<file path="src/rtl/pwm_pkg.sv">
// Shared constants, types and helpers for the multi-channel PWM generator.
package pwm_pkg;

    localparam int MAX_CHANNELS = 16;
    localparam int MAX_RES_BITS = 16;

    typedef logic [MAX_RES_BITS-1:0] cnt_word_t;

    // Counting direction, only meaningful in the center-aligned build.
    typedef enum logic {
        DIR_UP   = 1'b0,
        DIR_DOWN = 1'b1
    } dir_e;

    function automatic cnt_word_t cnt_max(input int unsigned res_bits);
        return cnt_word_t'((32'd1 << res_bits) - 32'd1);
    endfunction

endpackage

</file>
<file path="src/rtl/pwm_prescaler.sv">
// Clock prescaler for the PWM period counter: one tick every max(t_lsb,1) clocks.
module pwm_prescaler #(
    parameter int PRESC_BITS = 12
) (
    input  logic                  clk,
    input  logic                  reset,
    input  logic                  hold,
    input  logic [PRESC_BITS-1:0] t_lsb,
    output logic                  tick
);

    logic [PRESC_BITS-1:0] presc_reg;
    logic [PRESC_BITS-1:0] presc_limit;

    // Comparing with >= means a shrinking t_lsb fires on the next clock
    // instead of wrapping the whole counter range.
    always_comb begin
        presc_limit = '0;
        if (t_lsb != '0) begin
            presc_limit = t_lsb - PRESC_BITS'(1);
        end
    end

    assign tick = !hold && (presc_reg >= presc_limit);

    always_ff @(posedge clk or posedge reset) begin
        if (reset) begin
            presc_reg <= '0;
        end else if (hold || tick) begin
            presc_reg <= '0;
        end else begin
            presc_reg <= presc_reg + PRESC_BITS'(1);
        end
    end

endmodule

</file>
<file path="src/rtl/pwm_multi_generator.sv">
// Multi-channel PWM with shared prescaler/period counter and double-buffered duties.
// Define PWM_CENTER_ALIGN_EN to build the up/down (center-aligned) counter.
module pwm_multi_generator
    import pwm_pkg::*;
#(
    parameter int CHANNELS   = 4,
    parameter int RES_BITS   = 10,
    parameter int PRESC_BITS = 12
) (
    input  logic                         clk,
    input  logic                         reset,
    input  logic                         sync_signal,
    input  logic [CHANNELS*RES_BITS-1:0] pwm_value,
    input  logic                         load_strobe,
    input  logic [PRESC_BITS-1:0]        t_lsb,
    output logic [CHANNELS-1:0]          pwm_signal,
    output logic                         period_start
);

    localparam cnt_word_t            CNT_MAX_W = cnt_max(RES_BITS);
    localparam logic [RES_BITS-1:0]  CNT_MAX   = CNT_MAX_W[RES_BITS-1:0];

    logic                tick;
    logic                boundary;
    logic [RES_BITS-1:0] cnt_reg;
    logic                pending_reg;
    logic                restart_reg;
    logic                period_start_reg;

    pwm_prescaler #(
        .PRESC_BITS (PRESC_BITS)
    ) u_presc (
        .clk   (clk),
        .reset (reset),
        .hold  (sync_signal),
        .t_lsb (t_lsb),
        .tick  (tick)
    );

`ifdef PWM_CENTER_ALIGN_EN
    dir_e dir_reg;

    // The period closes on the down-count step from 1 back to 0.
    assign boundary = tick && (dir_reg == DIR_DOWN) && (cnt_reg == RES_BITS'(1));

    always_ff @(posedge clk or posedge reset) begin
        if (reset) begin
            cnt_reg <= '0;
            dir_reg <= DIR_UP;
        end else if (sync_signal) begin
            cnt_reg <= '0;
            dir_reg <= DIR_UP;
        end else if (tick) begin
            if (dir_reg == DIR_UP) begin
                if (cnt_reg == CNT_MAX) begin
                    cnt_reg <= CNT_MAX - RES_BITS'(1);
                    dir_reg <= DIR_DOWN;
                end else begin
                    cnt_reg <= cnt_reg + RES_BITS'(1);
                end
            end else begin
                if (cnt_reg == RES_BITS'(1)) begin
                    cnt_reg <= '0;
                    dir_reg <= DIR_UP;
                end else begin
                    cnt_reg <= cnt_reg - RES_BITS'(1);
                end
            end
        end
    end
`else
    assign boundary = tick && (cnt_reg == CNT_MAX);

    always_ff @(posedge clk or posedge reset) begin
        if (reset) begin
            cnt_reg <= '0;
        end else if (sync_signal) begin
            cnt_reg <= '0;
        end else if (tick) begin
            cnt_reg <= cnt_reg + RES_BITS'(1);
        end
    end
`endif

    // restart_reg marks the first tick after a sync release so it also
    // announces a period start even though no boundary preceded it.
    always_ff @(posedge clk or posedge reset) begin
        if (reset) begin
            pending_reg      <= 1'b0;
            restart_reg      <= 1'b0;
            period_start_reg <= 1'b0;
        end else if (sync_signal) begin
            pending_reg      <= 1'b0;
            restart_reg      <= 1'b1;
            period_start_reg <= 1'b0;
        end else begin
            period_start_reg <= tick && (boundary || restart_reg);
            if (tick) begin
                restart_reg <= 1'b0;
            end
            if (boundary) begin
                pending_reg <= 1'b0;
            end else if (load_strobe) begin
                pending_reg <= 1'b1;
            end
        end
    end

    assign period_start = period_start_reg;

    for (genvar gi = 0; gi < CHANNELS; gi++) begin : g_ch
        logic [RES_BITS-1:0] duty_in;
        logic [RES_BITS-1:0] shadow_reg;
        logic [RES_BITS-1:0] active_reg;
        logic                pwm_bit_reg;

        assign duty_in = pwm_value[gi*RES_BITS +: RES_BITS];

        always_ff @(posedge clk or posedge reset) begin
            if (reset) begin
                shadow_reg  <= '0;
                active_reg  <= '0;
                pwm_bit_reg <= 1'b0;
            end else if (sync_signal) begin
                shadow_reg  <= duty_in;
                active_reg  <= duty_in;
                pwm_bit_reg <= 1'b0;
            end else begin
                if (load_strobe) begin
                    shadow_reg <= duty_in;
                end
                // A load landing on the boundary bypasses the shadow stage.
                if (boundary && load_strobe) begin
                    active_reg <= duty_in;
                end else if (boundary && pending_reg) begin
                    active_reg <= shadow_reg;
                end
                pwm_bit_reg <= (cnt_reg < active_reg);
            end
        end

        assign pwm_signal[gi] = pwm_bit_reg;
    end

endmodule

</file>
<file path="config.mk">
export PLATFORM = sky130hd
export DESIGN_NAME = pwm_multi_generator
export DESIGN_NICKNAME = d
export VERILOG_FILES = /design/src/rtl/pwm_pkg.sv /design/src/rtl/pwm_prescaler.sv /design/src/rtl/pwm_multi_generator.sv
export SDC_FILE = /design/constraint.sdc
export NUM_CORES = 1
export LEC_CHECK = 0
export ABC_AREA = 1
export BUFFER_PORTS_ARGS = -buffer_cell sky130_fd_sc_hd__buf_2
export CAP_MARGIN = 25
export CORE_ASPECT_RATIO = 0.6
export CORE_MARGIN = 2
export CORE_UTILIZATION = 28
export CTS_BUF_LIST = sky130_fd_sc_hd__clkbuf_4 sky130_fd_sc_hd__clkbuf_8
export DETAILED_ROUTE_END_ITERATION = 10
export REMOVE_ABC_BUFFERS = 1
export SYNTH_ARGS = -nofsm -noshare
export SYNTH_HDL_FRONTEND = slang
export SYNTH_HIERARCHICAL = 1
export SYNTH_SLANG_ARGS = --single-unit
</file>
<file path="constraint.sdc">
create_clock -name clk -period 2.7 [get_ports clk]
set_input_delay 0.405 -clock clk [delete_from_list [all_inputs] [get_ports clk]]
set_output_delay 0.405 -clock clk [all_outputs]
set_load 0.02 [all_outputs]
</file>
==> results_dict.tcl <==
set metrics [dict create \
    status "finished clean" \
    startpoint "t_lsb[4]" \
    die_h_um 119 \
    clkSinkCount 109 \
    fillers 2314 \
    drive_above_1_share 0.201 \
    period_needed_ps 2690 \
    grt_pass1_wl_um 25200 \
    finish.net_count 972 \
    p_leak_nw 3.84 \
    layout_common_cells "233 x nand2_1, 109 x dfrtp_1, 78 x inv_1" \
    ys_ff_latch 109 \
    max_slew_margin 0.645 \
    cts_tree "done" \
    antenna_found_initial 0 \
    r2r-end "g_ch[3].active_reg[8]" \
    clockBufferDepth 2 \
    grt_overflow 0 \
    period_share 0.997 \
    netlist_top_cells_area "dfrtp_1 44%, nand2_1 15%, ha_1 11%" \
    wl_um 15400 \
    critPathKind "primary input to flip-flop" \
    synth_largest_area_cell "dfrtp_1" \
    cp-end-kind "flip-flop" \
    crit_arrival_ps 2970 \
    rsz0062_at_grt "true" \
    fin_worst_skew_ps 8.31 \
    syn_to_final_growth_pct 19.8 \
    fp.dieArea_mm2 0.0233 \
    die_x_um 196 \
    grt_max_degree 98 \
    io_pins 61 \
    setup_slack_ps 9.07 \
    worstHoldPathType "primary input to async pin" \
    dp.cells 1133 \
    final_hold_viol_count 0 \
    met2_usage 0.193 \
    cpMaxStageDelayCell "nor3_4" \
    fmax_mhz 372 \
    clock_latency_ps 380 \
    placed_cell_area_mm2 0.00695 \
    synth_top_area_share 0.442 \
    rows 42 \
    design_area_mm2 0.00740 \
    critPathLaunchType "primary input" \
    regToRegSetupSlack_ps 400 \
    final_common_cell "nand2_1" \
    finalSetupViolCount 0 \
    cp_common_cell "nand2_1" \
    busiest_layer "met1" \
    core_region_area_mm2 0.0219 \
    num_vias 5100 \
    crit_end "g_ch[3].active_reg[8]" \
    path_max_fanout 9 \
    port-buffer-count 60 \
    required_ps 2980 \
    use_met3 0.0238 \
    fin_cells 1155 \
    fin_tns_setup_ps 0 \
    maxCapViolCount 0 \
    wl_per_cell_um 13.3 \
    post-dp-hpwl_um 11200 \
    cts_buffers 9 \
    slowest_delay_ps 300 \
    ir_drop_v 0.000229 \
    power_density_mw_per_mm2 457 \
    pre_cts_slack_ps -503 \
    synth_cells 783 \
    crit_chain "buf_6, nor2_4, nand3_4, nor3_4, nand2_1, nand2_1, nand3_1, ha_1, nand2_2, nor2_2, nand2_1, nor2_1, nand2_2, a21oi_2, nand2_1, nor2_1, nand3_2, nand2_4, nand2_8, clkbuf_16, nand2_1, nand2_1" \
    slew_violations 0 \
    yosysUniqueCellTypes 29 \
    via_per_inst 4.42 \
    num_antenna_cells 0 \
    grt_pass1_vias 4948 \
    drc 0 \
    ys_warn_count 6 \
    worst_pin_slew_ps 533 \
    synth-seq-area-share 0.442 \
    place_congestion 0.837 \
    dr.pass1.iters 5 \
    start_util 0.283 \
    reg2regPathDepth 15 \
    syn_area_per_cell_um2 7.89 \
    drtIter0Drc 378 \
    clk_pin_slew_ps 100 \
    cts_root_buf "clkbuf_8" \
    met1_usage 0.211 \
    h-tree-depth 3 \
    cts_hold_buf 0 \
    grtUsageTotal 0.135 \
    r2r-start "u_presc/presc_reg[9]" \
    ant_nets 0 \
    synth_area_mm2 0.00618 \
    p_total_mw 3.38 \
]
[critical path: cells and delay by family]
family / cells / cell delay [ps]
compound gates: 1 / 140
fa+ha+maj: 1 / 290
buf+inv: 2 / 290
simple gates: 18 / 1830
[layout make-up]
type                    instances  area [um2]  share of cell area
multi-input cells             555        3090               0.417
clock inverters                 5        37.5             0.00507
inverters                      85         322              0.0435
clock buffers                  11         139              0.0188
flip-flops and latches        109        2730               0.369
repair buffers                104         728              0.0984
well taps                     286         358              0.0484
[synthesized netlist by cell type, drive strengths merged]
| cell | instances |
|---|---|
| nand2 | 258 |
| or2 | 1 |
| nor3b | 1 |
| inv | 85 |
| nand3 | 78 |
| buf | 23 |
| o21ai | 56 |
| o21bai | 1 |
| clkbuf | 11 |
| o21a | 4 |
| nor3 | 6 |
| xnor2 | 3 |
| nor2 | 57 |
| a21oi | 25 |
| dfrtp | 109 |
| ha | 52 |
| xor2 | 6 |
| a31oi | 1 |
| nand4 | 6 |
[through the flow]
step / hold slack, ps / util
6_report: 55.7 / 0.338
5_1_grt: 99.4 / 0.338
4_1_cts: 63.8 / 0.327
3_5_place_dp: 457 / 0.318
3_3_place_gp: 457 / 0.318
2_1_floorplan: 270 / -
[routing by layer]
metal,share of wire,vias to the layer above
met1,0.57,2350
met4,0.0049,0
met5,0,-
met3,0.032,7
li1,-,2656
met2,0.40,87
[how the worst min path moves through the flow]
stage,startpoint,to,depth (start not counted)
6_report,reset,u_presc/presc_reg[1],2
5_1_grt,reset,u_presc/presc_reg[1],2
4_1_cts,reset,u_presc/presc_reg[1],2
3_5_place_dp,u_presc/presc_reg[0],u_presc/presc_reg[0],1
3_3_place_gp,u_presc/presc_reg[0],u_presc/presc_reg[0],1
2_1_floorplan,reset,u_presc/presc_reg[0],1
[cell families (layout without fill, tap and decap cells)]
logic type | Yosys count | after routing | synth area share
AND/OR/NAND/NOR | 407 | 407 | 0.279
buffers and inverters | 119 | 205 | 0.0887
flip-flops | 109 | 109 | 0.442
AO/OA/AOI/OAI | 87 | 87 | 0.0727
adder cells (fa/ha/maj) | 52 | 52 | 0.105
XOR/XNOR | 9 | 9 | 0.0128
[power breakdown]
group / internal (mW) / switching, mW
registers: 1.77 / 0.0719
clock network: 0.357 / 0.574
logic: 0.237 / 0.373
[timing repair]
item | CTS | global route
endpoints found under the setup margin | 42 | 49
buffers inserted | 0 | 4
pin swaps | 0 | 10
resized for setup | 7 | 52
cloned | 0 | 2
Note: power is estimated with default switching activity, not from simulation.
